`src/rtl/regfile_pkg.sv`:
```
// Shared constants and types for the integer register file and its busy scoreboard.
// Default sizes match RV32I: 32 registers of 32 bits.
package regfile_pkg;

   localparam int XLEN_DEF  = 32;
   localparam int NREGS_DEF = 32;

   localparam int REG_ZERO = 0;
   localparam int REG_RA   = 1;
   localparam int REG_SP   = 2;
   localparam int REG_GP   = 3;
   localparam int REG_TP   = 4;
   localparam int REG_A0   = 10;

   typedef logic [4:0]  reg_addr_t;
   typedef logic [31:0] reg_data_t;

endpackage

```
`src/rtl/regfile_scoreboard.sv`:
```
// Per-register busy bits: flush beats issue, issue beats writeback clear; x0 never busy.
// Busy updates take one edge; rd_busy is combinational and masked by a same-cycle forwarded write.
module regfile_scoreboard
   import regfile_pkg::*;
#(
   parameter int NREGS  = NREGS_DEF,
   parameter int NREAD  = 2,
   parameter int BYPASS = 1,
   localparam int AW    = $clog2(NREGS)
) (
   input  logic              clk,
   input  logic              reset,
   input  logic [NREAD*AW-1:0] rd_addr,
   input  logic              wr_en,
   input  logic [AW-1:0]     wr_addr,
   input  logic              issue_en,
   input  logic [AW-1:0]     issue_addr,
   input  logic              flush,
   output logic [NREAD-1:0]  rd_busy
);

   logic [NREGS-1:0] busy_q;
   logic [NREGS-1:0] busy_d;

   always_comb begin
      busy_d = busy_q;
      for (int r = 1; r < NREGS; r++) begin
         if (flush) begin
            busy_d[r] = 1'b0;
         end else if (issue_en && (issue_addr == AW'(r))) begin
            // A new producer supersedes the one retiring this cycle.
            busy_d[r] = 1'b1;
         end else if (wr_en && (wr_addr == AW'(r))) begin
            busy_d[r] = 1'b0;
         end
      end
      busy_d[0] = 1'b0;
   end

   always_ff @(posedge clk or posedge reset) begin
      if (reset) begin
         busy_q <= '0;
      end else begin
         busy_q <= busy_d;
      end
   end

   for (genvar i = 0; i < NREAD; i++) begin : g_busy
      logic [AW-1:0] ra;
      logic          fwd;
      assign ra  = rd_addr[i*AW +: AW];
      assign fwd = (BYPASS != 0) && wr_en && (wr_addr == ra);
      assign rd_busy[i] = (ra == '0) ? 1'b0 : (fwd ? 1'b0 : busy_q[ra]);
   end

endmodule

```
`src/rtl/regfile_sb.sv`:
```
// Integer register file: NREAD combinational read ports, one write port, optional write bypass, busy scoreboard.
// Reads 0 cycles, writes and busy updates land on the next rising edge; no backpressure.
module regfile_sb
   import regfile_pkg::*;
#(
   parameter int XLEN   = XLEN_DEF,
   parameter int NREGS  = NREGS_DEF,
   parameter int NREAD  = 2,
   parameter int BYPASS = 1,
   localparam int AW    = $clog2(NREGS)
) (
   input  logic                  clk,
   input  logic                  reset,
   input  logic [NREAD*AW-1:0]   rd_addr,
   output logic [NREAD*XLEN-1:0] rd_data,
   output logic [NREAD-1:0]      rd_busy,
   input  logic                  wr_en,
   input  logic [AW-1:0]         wr_addr,
   input  logic [XLEN-1:0]       wr_data,
   input  logic                  issue_en,
   input  logic [AW-1:0]         issue_addr,
   input  logic                  flush
);

   logic [XLEN-1:0] regs_q [NREGS];
   logic [XLEN-1:0] regs_d [NREGS];

   always_comb begin
      regs_d = regs_q;
      if (wr_en && (wr_addr != '0)) begin
         regs_d[wr_addr] = wr_data;
      end
   end

   always_ff @(posedge clk or posedge reset) begin
      if (reset) begin
         for (int r = 0; r < NREGS; r++) begin
            regs_q[r] <= '0;
         end
      end else begin
         regs_q <= regs_d;
      end
   end

   for (genvar i = 0; i < NREAD; i++) begin : g_rd
      logic [AW-1:0] ra;
      logic          fwd;
      assign ra  = rd_addr[i*AW +: AW];
      // Reset blocks forwarding so every port reads zero while it is held.
      assign fwd = (BYPASS != 0) && !reset && wr_en && (wr_addr == ra);
      assign rd_data[i*XLEN +: XLEN] = (ra == '0) ? '0 : (fwd ? wr_data : regs_q[ra]);
   end

   regfile_scoreboard #(
      .NREGS  (NREGS),
      .NREAD  (NREAD),
      .BYPASS (BYPASS)
   ) u_scoreboard (
      .clk        (clk),
      .reset      (reset),
      .rd_addr    (rd_addr),
      .wr_en      (wr_en),
      .wr_addr    (wr_addr),
      .issue_en   (issue_en),
      .issue_addr (issue_addr),
      .flush      (flush),
      .rd_busy    (rd_busy)
   );

endmodule

```
`config.mk`:
```
export PLATFORM = sky130hd
export DESIGN_NAME = regfile_sb
export DESIGN_NICKNAME = d
export VERILOG_FILES = /design/src/rtl/regfile_pkg.sv /design/src/rtl/regfile_scoreboard.sv /design/src/rtl/regfile_sb.sv
export SDC_FILE = /design/constraint.sdc
export NUM_CORES = 2
export LEC_CHECK = 0
export CAP_MARGIN = 10
export CELL_PAD_IN_SITES_DETAIL_PLACEMENT = 0
export CELL_PAD_IN_SITES_GLOBAL_PLACEMENT = 1
export CORE_AREA = 2 2 348 350
export DETAILED_ROUTE_END_ITERATION = 16
export DIE_AREA = 0 0 350 352
export GPL_TIMING_DRIVEN = 0
export PLACE_DENSITY = 0.8
export SYNTH_ARGS = -nofsm -noshare
export SYNTH_HDL_FRONTEND = slang
export SYNTH_HIERARCHICAL = 1
export SYNTH_SLANG_ARGS = --single-unit
```
`constraint.sdc`:
```
create_clock -name clk -period 46.1 [get_ports clk]
set_input_delay 9.22 -clock clk [delete_from_list [all_inputs] [get_ports clk]]
set_output_delay 9.22 -clock clk [all_outputs]
set_load 0.1 [all_outputs]
```
==> flow_summary.yaml <==
run_status:
  status: "finished, violations left"
  violations: "max-capacitance violations, max-slew violations"
detailed_routing:
  drt-initial-drc-count: 5873
  wl_per_cell_um: 39.9
  vias: 42900
  final_antenna_net_count: 0
  drc: 0
  totalWireLength_um: 239000
  drt-pass1-iter-count: 6
  vias_per_cell: 7.14
placed_design:
  gp_congestion: 1.03
  place_hpwl_um: 170000
  io_buffers: 114
  post_dp_cell_area_um2: 61000
cts:
  cts_max_level: 3
  clk_pin_slew_ps: 60
  clk_latency_ps: 730
  cts_buffer_depth: 3
  numCtsBuffers: 115
  cts_hold_buf: 0
  cts_tree: "done"
  cts_root_buffer: "clkbuf_16"
  cts.sinks: 1055
  cts_setup_buffers: 0
  cts.repair.resized: 0
global_routing:
  antenna_found_initial: 13
  grt_pass1_wl_um: 330000
  grt_overflow: 0
  track_usage: 0.387
  grt_pass1_vias: 42200
  grt_max_degree: 44
synth:
  yosys_warnings: 6
  syn_avg_cell_area_um2: 14.2
  syn_area_um2: 57100
  synth_edf_count: 0
  synth.distinct_cells: 63
  yosys_most_used_dff: "dfrtp_1"
  syn_nets: 4064
  yosysSeqAreaShare: 0.462
  syn-instance-count: 4007
  ys_ff_latch: 1055
  async_flop_share: 1.00
die:
  die_area_um2: 123000
  initial_utilization: 0.478
  die_x_um: 350
  dieHeight_um: 352
  placementRows: 127
  ioPinCount: 123
  core_area_um2: 119000
sta:
  tightest_slew_ps: 1500
  setup_viol: 0
  slew_headroom: -0.00265
  maxSlewViolCount: 11
  fin_skew_ps: 0
  final.period_utilization: 0.540
  rsz0062_at_grt: "false"
  timing.fmax_mhz: 40.2
  period_needed_ps: 24900
  hold_viol: 0
critical_path:
  end_kind: "primary output"
  critPathMaxFanout: 10
  path_class: "in2out"
  cp-start-kind: "primary input"
  required_ps: 36880
  crit_arrival_ps: 15680
layout:
  fillers: 9807
  nNetsFinal: 4343
  area_delta_synth_final_pct: 14.1
  fin_area_um2: 65100
  drive_gt1_frac: 0.415
power:
  p_total_mw: 2.93
  powerDensity_nw_per_um2: 45.0
  peakVddDrop_mv: 0.0321
  p_leak_nw: 28.0
worst_hold_path:
  hp-class: "reg2reg"
flow_run:
  drv_cap: 3
[through the flow]
stage               std cells  utilization  setup TNS (ps)  hold WS (ps)  worst slack, ps
floorplan                4007            -               0           441             7400
global placement         5733        0.505          -54130           453            -1700
detailed placement       5777        0.511               0           466            21840
CTS                      5993        0.545               0           479            21850
global route             5999        0.546               0           497            21470
finish                   6006        0.546               0           476            21200
[state kept, by name (all words and copies together) (netlist names)]
register,count
u_scoreboard/busy_q,31
regs_q,1024
[placed cells by master, fill, tap and decap left out, types with 49 or more instances in the layout]
cell                n
buf_2              91
nor2_1             49
dfrtp_1          1055
mux4_2            396
clkbuf_1          267
mux2i_1           278
clkdlybuf4s50_1   114
a22o_1             63
clkbuf_16         116
o22ai_1            63
mux2_2           1001
a21oi_1           109
nand2_1            70
o21ai_0            59
buf_1              54
[area by class of cell]
class | count | area (µm²) | share of cell area
Timing Repair Buffer | 162 | 1920 | 0.0294
Sequential cell | 1055 | 26400 | 0.405
Antenna cell | 9 | 22.5 | 0.000346
Buffer | 452 | 2160 | 0.0331
Clock inverter | 56 | 768 | 0.0118
Clock buffer | 160 | 3310 | 0.0508
Inverter | 5 | 22.5 | 0.000346
Tap cell | 1612 | 2020 | 0.0310
Multi-Input combinational cell | 2495 | 28500 | 0.438
[worst paths after layout]
| path | start | to | slack (ps) | cells after the start |
|---|---|---|---|---|
| hold / removal | regs_q[1023] | regs_q[1023] | 480 | 1 |
| setup reg to reg | regs_q[609] | regs_q[609] | 45220 | 1 |
| hold reg to reg | regs_q[1023] | regs_q[1023] | 480 | 1 |
| max in group asynchronous | reset | regs_q[341] | 34880 | 9 |
| min in group asynchronous | reset | u_scoreboard/busy_q[15] | 8890 | 2 |
| setup / recovery | rd_addr[7] | rd_data[61] | 21200 | 10 |
[metal layers]
| layer | wire [µm] | up-vias | global-route usage |
|---|---|---|---|
| met5 | 49 | - | 0.00118 |
| met3 | 32900 | 992 | 0.162 |
| met4 | 24400 | 6 | 0.315 |
| met2 | 98600 | 3408 | 0.533 |
| li1 | - | 16100 | - |
| met1 | 83500 | 22400 | 0.471 |
[where the power goes]
group          internal (mW)  switching [mW]  total (mW)
clock network          0.595           0.411        1.01
registers               1.10           0.133        1.23
logic                  0.328           0.366       0.694
[synthesized netlist by cell type, drive strengths merged (48+ instances only)]
master / count / area (µm²)
dfrtp: 1055 / 26400
mux2: 1001 / 11300
mux4: 400 / 9020
mux2i: 278 / 2780
clkbuf: 252 / 950
buf: 200 / 1200
a21oi: 109 / 546
nand2: 70 / 263
a22o: 63 / 552
o22ai: 63 / 394
o21ai: 59 / 295
nor2: 51 / 199
a22oi: 48 / 360
[critical path, stage by stage]
cell and delay (ps):
clkdlybuf4s50_1 830, buf_4 420, buf_2 530, buf_2 610
nor3b_1 1170, a22oi_1 480, nand2_1 190, nor3_1 70
nor3_1 800, clkdlybuf4s50_1 1290
[kinds of logic (layout without fill, tap and decap cells)]
kind of cell | count (synthesis) | count (layout) | share of synthesized area
muxes | 1679 | 1679 | 0.404
DFF | 1055 | 1055 | 0.462
AOI/OAI and AO/OA | 541 | 541 | 0.0692
buffers and inverters | 457 | 835 | 0.0380
and+or+nand+nor | 255 | 255 | 0.0230
xor gates and xnor gates | 20 | 20 | 0.00307
other | 0 | 9 | 0
Power figures use the tool's default switching activity.
